`src/rtl/mux_rr_arbiter_pkg.sv`:
```
// rtl/mux_rr_arbiter_pkg.sv - shared types, default sizes and width helper for the round-robin mux arbiter
package mux_rr_arbiter_pkg;

   typedef enum logic [0:0] {
      ST_IDLE = 1'b0,
      ST_OWN  = 1'b1
   } state_t;

   localparam int N_REQ_DEF    = 4;
   localparam int DW_DEF       = 8;
   localparam int MAX_HOLD_DEF = 4;

   // Index width that stays at least one bit even for degenerate sizes
   function automatic int idx_width(input int n);
      return (n < 2) ? 1 : $clog2(n);
   endfunction

   localparam int SEL_W = idx_width(N_REQ_DEF);
   localparam int CNT_W = $clog2(MAX_HOLD_DEF + 1);

endpackage

```
`src/rtl/mux_rr_arbiter_if.sv`:
```
// rtl/mux_rr_arbiter_if.sv - requester/consumer bundle shared by the arbiter and its environment
interface mux_rr_arbiter_if import mux_rr_arbiter_pkg::*; #(
   parameter int N_REQ = N_REQ_DEF,
   parameter int DW    = DW_DEF
) ();

   localparam int SW = idx_width(N_REQ);

   logic [N_REQ-1:0]    req;
   logic [N_REQ*DW-1:0] data_in;
   logic                ready;
   logic [N_REQ-1:0]    grant;
   logic [SW-1:0]       sel;
   logic [DW-1:0]       data_out;
   logic                valid_out;

   modport master (
      output req, data_in, ready,
      input  grant, sel, data_out, valid_out
   );

   modport slave (
      input  req, data_in, ready,
      output grant, sel, data_out, valid_out
   );

endinterface

```
`src/rtl/mux_rr_arbiter_rr_pick.sv`:
```
// rtl/mux_rr_arbiter_rr_pick.sv - combinational round-robin winner search starting at the priority pointer
module mux_rr_arbiter_rr_pick import mux_rr_arbiter_pkg::*; #(
   parameter int N_REQ = N_REQ_DEF
) (
   input  logic [N_REQ-1:0]            req,
   input  logic [idx_width(N_REQ)-1:0] ptr,
   output logic [idx_width(N_REQ)-1:0] winner,
   output logic                        any_req
);

   localparam int SW = idx_width(N_REQ);

   logic [N_REQ-1:0] rot;
   logic [SW-1:0]    offset;

   // Rotate so ptr lands at bit 0, take the lowest set bit, then undo the rotation.
   // N_REQ is a power of two, so SW-bit arithmetic wraps modulo N_REQ for free.
   always_comb begin
      rot    = '0;
      offset = '0;
      for (int i = 0; i < N_REQ; i++) begin
         rot[i] = req[SW'(SW'(i) + ptr)];
      end
      for (int i = N_REQ - 1; i >= 0; i--) begin
         if (rot[i]) offset = SW'(i);
      end
      winner  = SW'(offset + ptr);
      any_req = |req;
   end

endmodule

```
`src/rtl/mux_rr_arbiter.sv`:
```
// rtl/mux_rr_arbiter.sv - round-robin owner FSM driving an N:1 mux into a registered output with bounded tenure
module mux_rr_arbiter import mux_rr_arbiter_pkg::*; #(
   parameter int N_REQ    = N_REQ_DEF,
   parameter int DW       = DW_DEF,
   parameter int MAX_HOLD = MAX_HOLD_DEF
) (
   input  logic             clk,
   input  logic             rst,
   mux_rr_arbiter_if.slave  bus
);

   localparam int SW = idx_width(N_REQ);
   localparam int CW = $clog2(MAX_HOLD + 1);

   state_t           state,     state_nx;
   logic [N_REQ-1:0] grant,     grant_nx;
   logic [SW-1:0]    sel,       sel_nx;
   logic [SW-1:0]    rr_ptr,    rr_ptr_nx;
   logic [CW-1:0]    hold_cnt,  hold_cnt_nx;
   logic [DW-1:0]    data_out,  data_out_nx;
   logic             valid_out, valid_out_nx;

   logic [SW-1:0]    winner;
   logic             any_req;
   logic [DW-1:0]    owner_data;

   mux_rr_arbiter_rr_pick #(.N_REQ(N_REQ)) u_pick (
      .req     (bus.req),
      .ptr     (rr_ptr),
      .winner  (winner),
      .any_req (any_req)
   );

   assign owner_data = bus.data_in[sel*DW +: DW];

   // Next-state and datapath decisions; a release always hands lowest priority to the old owner
   always_comb begin
      state_nx     = state;
      grant_nx     = grant;
      sel_nx       = sel;
      rr_ptr_nx    = rr_ptr;
      hold_cnt_nx  = hold_cnt;
      data_out_nx  = data_out;
      valid_out_nx = 1'b0;
      unique case (state)
         ST_IDLE: begin
            grant_nx = '0;
            if (any_req) begin
               state_nx         = ST_OWN;
               grant_nx[winner] = 1'b1;
               sel_nx           = winner;
               hold_cnt_nx      = '0;
            end
         end
         ST_OWN: begin
            if (bus.req[sel]) begin
               if (bus.ready) begin
                  data_out_nx  = owner_data;
                  valid_out_nx = 1'b1;
                  hold_cnt_nx  = hold_cnt + 1'b1;
                  if (hold_cnt == CW'(MAX_HOLD - 1)) begin
                     state_nx  = ST_IDLE;
                     grant_nx  = '0;
                     rr_ptr_nx = sel + 1'b1;
                  end
               end
            end else begin
               state_nx  = ST_IDLE;
               grant_nx  = '0;
               rr_ptr_nx = sel + 1'b1;
            end
         end
         default: state_nx = ST_IDLE;
      endcase
   end

   // State and output registers; reset clears ownership immediately, even mid-tenure
   always_ff @(posedge clk or posedge rst) begin
      if (rst) begin
         state     <= ST_IDLE;
         grant     <= '0;
         sel       <= '0;
         rr_ptr    <= '0;
         hold_cnt  <= '0;
         data_out  <= '0;
         valid_out <= 1'b0;
      end else begin
         state     <= state_nx;
         grant     <= grant_nx;
         sel       <= sel_nx;
         rr_ptr    <= rr_ptr_nx;
         hold_cnt  <= hold_cnt_nx;
         data_out  <= data_out_nx;
         valid_out <= valid_out_nx;
      end
   end

   assign bus.grant     = grant;
   assign bus.sel       = sel;
   assign bus.data_out  = data_out;
   assign bus.valid_out = valid_out;

endmodule

```
`src/flat_wrapper.sv`:
```
// flat-port wrapper written by rule: the top's interface ports become plain ports
module mux_rr_arbiter_flat import mux_rr_arbiter_pkg::*;
#(
   parameter int N_REQ    = N_REQ_DEF,
   parameter int DW       = DW_DEF,
   parameter int MAX_HOLD = MAX_HOLD_DEF
)
  (clk, rst, bus_req, bus_data_in, bus_ready, bus_grant, bus_sel, bus_data_out, bus_valid_out);
  mux_rr_arbiter_if #(.N_REQ(N_REQ), .DW(DW)) bus_i ();
  input  logic clk;
  input  logic rst;
  input wire logic [$bits(bus_i.req)-1:0] bus_req;
  input wire logic [$bits(bus_i.data_in)-1:0] bus_data_in;
  input wire logic [$bits(bus_i.ready)-1:0] bus_ready;
  output wire logic [$bits(bus_i.grant)-1:0] bus_grant;
  output wire logic [$bits(bus_i.sel)-1:0] bus_sel;
  output wire logic [$bits(bus_i.data_out)-1:0] bus_data_out;
  output wire logic [$bits(bus_i.valid_out)-1:0] bus_valid_out;
  assign bus_i.req = bus_req;
  assign bus_i.data_in = bus_data_in;
  assign bus_i.ready = bus_ready;
  assign bus_grant = bus_i.grant;
  assign bus_sel = bus_i.sel;
  assign bus_data_out = bus_i.data_out;
  assign bus_valid_out = bus_i.valid_out;
  mux_rr_arbiter #(.N_REQ(N_REQ), .DW(DW), .MAX_HOLD(MAX_HOLD)) u_core (.clk(clk), .rst(rst), .bus(bus_i));
endmodule
```
`config.mk`:
```
export PLATFORM = sky130hd
export DESIGN_NAME = mux_rr_arbiter_flat
export DESIGN_NICKNAME = d
export VERILOG_FILES = /design/src/rtl/mux_rr_arbiter_pkg.sv /design/src/rtl/mux_rr_arbiter_if.sv /design/src/rtl/mux_rr_arbiter_rr_pick.sv /design/src/rtl/mux_rr_arbiter.sv /design/src/flat_wrapper.sv
export SDC_FILE = /design/constraint.sdc
export NUM_CORES = 1
export LEC_CHECK = 0
export ABC_AREA = 1
export CAP_MARGIN = 5
export CORE_ASPECT_RATIO = 1.75
export CORE_MARGIN = 2
export CORE_UTILIZATION = 30
export DETAILED_ROUTE_END_ITERATION = 7
export GPL_ROUTABILITY_DRIVEN = 0
export HOLD_SLACK_MARGIN = 0.03
export PLACE_DENSITY = 0.6
export SYNTH_ARGS = -nofsm -noshare
export SYNTH_HDL_FRONTEND = slang
export SYNTH_SLANG_ARGS = --single-unit
```
`constraint.sdc`:
```
create_clock -name clk -period 3.98 [get_ports clk]
set_clock_uncertainty 0.2 [all_clocks]
set_input_delay 0.796 -clock clk [delete_from_list [all_inputs] [get_ports clk]]
set_output_delay 0.796 -clock clk [all_outputs]
set_load 0.01 [all_outputs]
```
[Word-level counts from Yosys, hierarchy flattened]
Cells that the tools add are included.
Word-level totals
  register bits: 21
  input bits: 39
  output and inout port bits: 15
  word-level logic and storage cells: 73
Cells by class
  $add $sub $neg: 6
  order comparisons: 7
  equal/unequal tests: 8
  shift operators: 1
  mux-type cells: 36
  bitwise operators: 1
  reductions and logical operators: 7
Operators by type and width (number)
  32-bit by 6-bit indexed part select with 8-bit output: 1
  2-bit by 3-bit less-than comparator with 1-bit output, second input constant: 6
  4-bit 2-to-1 mux: 4
  2-bit 2-to-1 mux: 7
  1-bit 2-to-1 mux: 13
  1-bit binary-select mux with 2-bit select: 5
  3-bit 2-to-1 mux: 3
  3-bit AND reduction: 3
  2-bit inequality test, second input constant: 4
  4-bit one-hot mux with 2 select lines: 1
  3-bit inequality test, second input constant: 2
  3-bit one-hot mux with 2 select lines: 1
  2-bit adder, first input constant: 2
  2-bit AND reduction: 2
  4-bit OR reduction: 1
  3-bit by 1-bit adder with 3-bit output, second input constant: 1
  3-bit by 2-bit equality test with 1-bit output, second input constant: 1
  1-bit by 2-bit adder with 2-bit output, first input constant: 1
  2-bit by 1-bit adder with 2-bit output, second input constant: 1
  2-bit adder: 1
  1-bit demux with 2-bit select: 1
  2-bit by 1-bit >= comparator with 1-bit output, second input constant: 1
  2-bit by 1-bit inequality test with 1-bit output, second input constant: 1
  1-bit one-hot mux with 2 select lines: 1
  2 further kinds: 2

[Longest topological paths before layout]
Gate-level depths: netlist (run 1).
  depth after elaboration: 14
  mapped depth: 15
  depth with buffers taken out: 14

[By module]
A second synthesis (run 1) with hierarchy kept.
Unflattened totals
  cell total of the unflattened synthesis: 222
  area, all modules: 1560.2 um^2
Modules (own cells, without submodules)
  mux_rr_arbiter: times used 1, cells each 166, area each 1292.5 um^2, seq. area each 525.5 um^2
  mux_rr_arbiter_rr_pick: times used 1, cells each 56, area each 267.8 um^2, seq. area each 0.0 um^2

[Worst setup path before layout (run 1)]
OpenSTA, ideal clock, no wires.
  kind: input-to-reg
  from: input bus_req[1]
  to: register u_core.sel[1], in the netlist u_core.bus.sel[1]
  setup time: 0.129 ns
  data arrival time: 1.951 ns
  data required time: 3.651 ns
  path slack: 1.700 ns
  cell stages on the path: 14
  buffers on the path: 0
  cells stage by stage: inv_1 nand2_1 nand2_1 nand2_1 nand2_1 a31oi_1 nor2_1 ha_1 xor2_1 inv_1 nand3_2 nand2_4 nand2_1 o21ai_1
On the way
  cells in the longest elaborated chain, start to end: 7
  elaborated cells between the ends (all ways): 15
  those cells by class: add/sub (1); mux (12); reduce/logical (2)
Ends and longest elaborated chain
  start, declared: line flat_wrapper.sv:12  | input wire logic [$bits(bus_i.req)-1:0] bus_req;
  1-bit binary-select mux with 2-bit select: line mux_rr_arbiter_rr_pick.sv:22  | rot[i] = req[SW'(SW'(i) + ptr)];
  1-bit 2-to-1 mux (implied by the code): line mux_rr_arbiter_rr_pick.sv:22
  2-bit 2-to-1 mux (4 in a row): line mux_rr_arbiter_rr_pick.sv:25  | if (rot[i]) offset = SW'(i);
  2-bit adder: line mux_rr_arbiter_rr_pick.sv:27  | winner = SW'(offset + ptr);
  end signal, assigned: line mux_rr_arbiter.sv:90  | sel <= sel_nx;
  end, declared: line mux_rr_arbiter.sv:17  | logic [SW-1:0] sel, sel_nx;
Several ways; a longest one is shown, not always the timed one. The select of a mux whose other input is x is not followed.
A chain may end at the register's enable or synchronous reset.

[Worst setup path after layout (run 1)]
  from: input bus_req[0]
  to: register u_core.sel[1], in the netlist u_core.bus.sel[1]
Same word-level chain as after synthesis.

==> impl_metrics.py, run 1 <==
metrics = {
    "global_routing": {
        "gr-total-overflow": 0,
        "grt_pass1_vias": 1454,
        "grt.total_usage_pct": 15.9,
        "met1_usage_pct": 16.7,
        "grt_pass1_wl_mm": 6.60,
        "met2_usage_pct": 32.1,
        "grtUsageMet3_pct": 1.79,
        "antenna_found_initial": 0,
        "grt_max_degree": 22,
        "busiest_layer": "met2",
    },
    "critical_path": {
        "startpoint_type": "input port",
        "path_delay_family": "buffers and inverters",
        "r2r_end": "u_core.bus.sel[1]$_DFFE_PP0P_",
        "crit_arrival_ps": 2550,
        "slowest_stage": "clkdlybuf4s50_1",
        "r2r_setup_slack_ps": 1710,
        "r2r-start": "u_core.rr_ptr[0]$_DFFE_PP0P_",
        "ff2ff_path_depth": 14,
        "required_ps": 3920,
        "crit_chain": "clkdlybuf4s50_1, inv_1, nand2_1, nand2_1, nand2_1, nand2_1, a31oi_1, nor2_1, ha_1, xor2_1, inv_1, nand3_2, nand2_4, nand2_1, o21ai_1",
        "crit_type": "input port to flip-flop",
        "crit_start": "bus_req[0]",
        "critPathBufInv": 3,
        "cp_max_fo": 5,
        "crit_top_cell": "nand2_1",
        "cp_slowest_stage_delay_ps": 500,
        "critPathCaptureType": "flip-flop",
    },
    "sta": {
        "slew_headroom_pct": 46.0,
        "fin_crit_ps": 2610,
        "clock.fmax_ghz": 0.383,
        "finalCritPeriodShare_pct": 65.5,
        "tns_ps": 0,
        "rsz0062_at_grt": "no",
        "tightest_slew_ps": 809,
        "hold_viol_final": 0,
        "finalSetupViolCount": 0,
        "final_max_slew_viol_count": 0,
    },
    "power": {
        "combPwrFrac_pct": 62.2,
        "clockPowerShare_pct": 10.2,
        "swShare_pct": 47.2,
        "p_int_mw": 0.731,
        "seq_power_share_pct": 27.6,
        "leakagePower_nw": 0.949,
        "powerDensity_nw_per_um2": 700,
        "switching_power_mw": 0.654,
        "total_power_mw": 1.39,
        "peakVddDrop_mv": 0.350,
    },
    "final_layout": {
        "antenna_cells": 0,
        "multi_input_area_um2": 733,
        "drive_gt1_share_pct": 9.24,
        "fin_nets": 292,
        "fillerInstances": 465,
        "area_growth_syn_to_layout_pct": 43.3,
        "register_area_um2": 526,
        "layout.cells.non_filler": 300,
    },
    "cts": {
        "insertion_delay_ps": 260,
        "htree_levels": 1,
        "cts_made_buffers": 3,
        "numClockSinks": 21,
        "cts_tree": "done",
        "hold_buffers": 0,
        "clock-root-buffer": "clkbuf_8",
        "cts_resized": 0,
        "cts.path.max_buffers": 2,
        "post-cts-setup-buffers": 0,
        "path_clk_slew_ps": 80,
    },
    "synthesis": {
        "netlist_instances": 198,
        "syn_avg_cell_area_um2": 6.98,
        "synth_edf_count": 0,
        "synth_cell_types": 23,
        "async_reset_ff_share_pct": 100,
        "ys_top_cells_by_area": "dfrtp_1 38%, nand2_1 19%, o21ai_0 8.3%",
        "seq_area_frac_synth_pct": 38.0,
        "syn_nets": 240,
        "synth_top_area_share_pct": 38.0,
        "synth_ff_type": "dfrtp_1",
        "synth_common_cells": "70 x nand2_1, 23 x o21ai_0, 21 x dfrtp_1, 21 x nor2_1, 13 x inv_1",
        "synth_top_area_cell": "dfrtp_1",
        "yosysMostFrequentCell": "nand2_1",
        "yosysWarnings": 0,
        "syn_area_um2": 1380,
        "ys_seq_elements": 21,
    },
    "detailed_routing": {
        "firstDrtPassIters": 4,
        "drt_iter0_drc": 27,
        "drc": 0,
        "vias": 1443,
        "postRouteAntennaNets": 0,
        "viasPerCell": 4.81,
        "wirelength_mm": 3.76,
        "routedWlPerCell_um": 12.5,
    },
    "placement": {
        "place_inst": 296,
        "hpwlAfterDp_mm": 2.92,
        "io_buffers": 53,
    },
    "die": {
        "core-area_um2": 4400,
        "initial_core_util_pct": 31.4,
        "die_y_um": 93.8,
        "ioPinCount": 54,
        "die_x_um": 55.3,
        "die-area_um2": 5180,
        "rows": 32,
    },
    "flow_run": {
        "drv_cap": 0,
    },
    "outcome": {
        "outcome": "completed",
    },
    "hold_path": {
        "holdPathStages": 2,
        "hold_start": "u_core.bus.data_out[0]$_DFFE_PP0P_",
        "min_to": "u_core.bus.data_out[0]$_DFFE_PP0P_",
        "holdCritPathClass": "flip-flop to flip-flop",
    },
}
[worst max path at each step]
stage | depth (start not counted) | end | slack, ps
6_report | 15 | u_core.bus.sel[1]$_DFFE_PP0P_ | 1370
5_1_grt | 15 | u_core.bus.sel[1]$_DFFE_PP0P_ | 1150
3_3_place_gp | 15 | u_core.bus.sel[1]$_DFFE_PP0P_ | 1100
4_1_cts | 15 | u_core.bus.sel[1]$_DFFE_PP0P_ | 1350
3_5_place_dp | 15 | u_core.bus.sel[1]$_DFFE_PP0P_ | 1070
2_1_floorplan | 14 | u_core.bus.sel[1]$_DFFE_PP0P_ | 1700
[layer usage]
layer | part of all wire, % | routed length [µm]
met5 | 0 | 0
met4 | 1.4 | 51
met3 | 2.6 | 97
met2 | 56 | 2120
met1 | 40 | 1500
[power groups by stage]
stage | clock, mW | combinational, mW | sequential [mW]
after floorplan | 0 | 0.606 | 0.383
after CTS | 0.143 | 0.879 | 0.385
after global placement | 0 | 0.869 | 0.390
final | 0.141 | 0.862 | 0.382
after detailed placement | 0 | 0.876 | 0.388
after global routing | 0.152 | 0.991 | 0.400
[sequential cells by signal (all words and copies together), names as in the netlist]
register / flops
u_core.bus.data_out: 8
u_core.bus.grant: 4
u_core.hold_cnt: 3
u_core.bus.sel: 2
u_core.rr_ptr: 2
u_core.bus.valid_out: 1
u_core.state: 1
[placed cells by master (no fill, tap or decap)]
cell type        instances
inv_2                    2
clkdlybuf4s50_1         53
o21ai_1                  2
xor2_1                   1
ha_1                     3
clkbuf_8                 3
nor2_4                   1
nand4_1                  1
inv_1                   13
clkinv_4                 1
nand2_2                  7
nor2_1                  21
nand3_1                  6
nand2_1                 70
o22ai_1                  8
nand2_4                  1
o21ai_2                  3
clkinv_2                 1
a21oi_1                  3
buf_4                    2
o21ai_0                 23
dfrtp_1                 21
a31oi_1                  1
nand3_2                  2
[final cells by class]
cell class | instances | area share (%)
clock buffer | 3 | 2.09
clock inverter | 1 | 0.253
inverter | 16 | 3.29
multi-input combinational | 153 | 37.0
sequential | 21 | 26.5
tap | 51 | 3.22
timing repair buffer | 55 | 27.6
[per-stage QoR]
step | util [%] | hold WS, ps | cell area [µm²] | setup WS (ps)
after floorplan | - | 266 | 1380 | 1700
after global placement | 43.9 | 267 | 1930 | 1100
after detailed placement | 43.9 | 265 | 1930 | 1070
after CTS | 44.9 | 286 | 1980 | 1350
after global routing | 44.9 | 312 | 1980 | 1150
final | 44.9 | 282 | 1980 | 1370
[worst register-to-register path, stage by stage (launching register included)]
cell	delay [ps]
dfrtp_1	580
clkinv_4	150
nand2_1	110
nand2_2	60
nand2_2	60
nand2_2	70
a31oi_1	150
nor2_1	60
ha_1	180
xor2_1	190
inv_1	80
nand3_2	90
nand2_4	70
nand2_1	60
o21ai_1	50
[logic make-up after synthesis]
kind of cell               after synthesis  synth area share [%]
xor gates and xnor gates                 1                 0.634
AOI/OAI and AO/OA                       40                  16.1
and+or+nand+nor                        109                  33.6
adders and majority gates                3                  2.72
DFF                                     21                  38.0
buffers and inverters                   24                  8.88
(Power assumes the default switching activity.)
==> run 2: changes to the inputs <==
==> constraint.sdc (replaced) <==
create_clock -name clk -period 2.5 [get_ports clk]
set_clock_uncertainty 0.2 [all_clocks]
set_input_delay 0.5 -clock clk [delete_from_list [all_inputs] [get_ports clk]]
set_output_delay 0.5 -clock clk [all_outputs]
set_load 0.01 [all_outputs]
==> impl_metrics.py, run 2 (synthesized netlist as in run 1, its figures left out) <==
metrics = {
    "outcome": {
        "outcome": "completed",
    },
    "critical_path": {
        "crit_type": "input port to flip-flop",
        "slowest_stage": "clkdlybuf4s50_1",
        "required_ps": 2510,
        "cp_max_fo": 5,
        "crit_top_cell": "nand2_1",
        "crit_chain": "clkdlybuf4s50_1, inv_2, nand2_1, nand2_1, nand2_1, nand2_1, a31oi_2, nor2_1, ha_1, xor2_2, inv_1, nand3_2, nand2_4, nand3_1, nand2_1",
        "critPathCaptureType": "flip-flop",
        "cp_slowest_stage_delay_ps": 490,
        "startpoint_type": "input port",
        "crit_arrival_ps": 2300,
    },
    "global_routing": {
        "met2_usage_pct": 32.4,
        "gr-total-overflow": 0,
        "grt_max_degree": 22,
        "grtUsageMet3_pct": 2.34,
        "antenna_found_initial": 0,
        "grt_pass1_wl_mm": 6.48,
        "busiest_layer": "met2",
        "met1_usage_pct": 14.6,
        "grt_pass1_vias": 1531,
        "grt.total_usage_pct": 15.5,
    },
    "placement": {
        "place_ws_ps": -105,
        "place_area_um2": 2000,
        "hpwlAfterDp_mm": 3.06,
        "io_buffers": 53,
    },
    "die": {
        "core-area_um2": 4400,
        "initial_core_util_pct": 31.4,
        "die_y_um": 93.8,
        "die-area_um2": 5180,
        "ioPinCount": 54,
        "rows": 32,
        "die_x_um": 55.3,
    },
    "detailed_routing": {
        "drc": 0,
        "routedWlPerCell_um": 12.5,
        "wirelength_mm": 3.86,
        "drt_iter0_drc": 26,
        "firstDrtPassIters": 4,
        "vias": 1455,
        "viasPerCell": 4.71,
        "postRouteAntennaNets": 0,
    },
    "cts": {
        "insertion_delay_ps": 260,
        "cts_resized": 0,
        "cts_tree": "done",
        "post-cts-setup-buffers": 0,
        "clock-root-buffer": "clkbuf_8",
        "hold_buffers": 0,
        "cts_made_buffers": 3,
        "path_clk_slew_ps": 80,
        "numClockSinks": 21,
        "htree_levels": 1,
        "cts.path.max_buffers": 2,
    },
    "final_layout": {
        "top_regs": "u_core.bus.data_out (8), u_core.bus.grant (4), u_core.hold_cnt (3)",
        "fin_nets": 301,
        "antenna_cells": 0,
        "area_growth_syn_to_layout_pct": 49.5,
        "regMostFlops": "u_core.bus.data_out",
        "layout_commonest_cell": "nand2_1",
        "mostFrequentLayoutCells": "70 x nand2_1, 51 x clkdlybuf4s50_1, 23 x o21ai_0",
        "postLayoutCellArea_um2": 2070,
        "fillerInstances": 480,
        "drive_gt1_share_pct": 13.6,
        "largest_register_ffs": 8,
    },
    "sta": {
        "finalCritPeriodShare_pct": 91.9,
        "tightest_slew_ps": 467,
        "finalSetupViolCount": 0,
        "finalWorstSetupSlack_ps": 202,
        "clock.fmax_ghz": 0.435,
        "fin_crit_ps": 2300,
        "slew_headroom_pct": 68.9,
        "hold_viol_final": 0,
        "tns_ps": 0,
        "final_max_slew_viol_count": 0,
    },
    "power": {
        "peakVddDrop_mv": 0.463,
        "leakagePower_nw": 1.01,
        "powerDensity_nw_per_um2": 1120,
    },
    "hold_path": {
        "holdCritPathClass": "flip-flop to flip-flop",
    },
    "flow_run": {
        "drv_cap": 0,
    },
}
==> run 2: power breakdown <==
part           switching (mW)  internal [mW]
Combinational           0.810          0.653
Sequential              0.147          0.480
Clock                   0.110          0.111
Total                    1.07           1.24
==> run 2: critical path: cells and delay by family <==
| family | cells | cell delay (ps) |
|---|---|---|
| xor gates and xnor gates | 1 | 160 |
| adders and majority gates | 1 | 210 |
| buffers and inverters | 3 | 630 |
| and+or+nand+nor | 9 | 640 |
| AOI/OAI and AO/OA | 1 | 170 |
==> run 2: layer usage <==
layer,wire length (µm),vias up
li1,-,755
met2,2220,32
met3,133,5
met4,57,0
met5,0,-
met1,1450,663
==> run 2: path summary, 6_finish.rpt <==
| check | from | end | slack, ps | cells after the start |
|---|---|---|---|---|
| setup / recovery | bus_req[1] | u_core.bus.grant[2]$_DFFE_PP0P_ | 200 | 15 |
| hold / removal | u_core.bus.data_out[1]$_DFFE_PP0P_ | u_core.bus.data_out[1]$_DFFE_PP0P_ | 290 | 2 |
| setup reg to reg | u_core.rr_ptr[0]$_DFFE_PP0P_ | u_core.bus.grant[2]$_DFFE_PP0P_ | 230 | 14 |
| hold reg to reg | u_core.bus.data_out[1]$_DFFE_PP0P_ | u_core.bus.data_out[1]$_DFFE_PP0P_ | 290 | 2 |
| max in group asynchronous | rst | u_core.rr_ptr[0]$_DFFE_PP0P_ | 1510 | 3 |
| min in group asynchronous | rst | u_core.bus.valid_out$_DFF_PP0_ | 370 | 3 |
==> run 2: area by class of cell <==
class | count | area, µm² | area share [%]
repair buffers | 64 | 618 | 29.9
multi-input cells | 153 | 747 | 36.2
inverters | 16 | 65.1 | 3.15
clock buffers | 3 | 41.3 | 2.00
well taps | 51 | 63.8 | 3.09
clock inverters | 1 | 5.00 | 0.242
flip-flops and latches | 21 | 526 | 25.4
==> run 2: metrics by stage <==
stage | util [%] | std cells | power, mW | hold slack, ps
2_1_floorplan | - | 198 | 1.57 | 266
3_3_place_gp | 45.4 | 305 | 2.07 | 264
3_5_place_dp | 45.4 | 305 | 2.09 | 269
4_1_cts | 46.5 | 309 | 2.32 | 295
5_1_grt | 46.9 | 309 | 2.54 | 306
6_report | 46.9 | 309 | 2.31 | 286
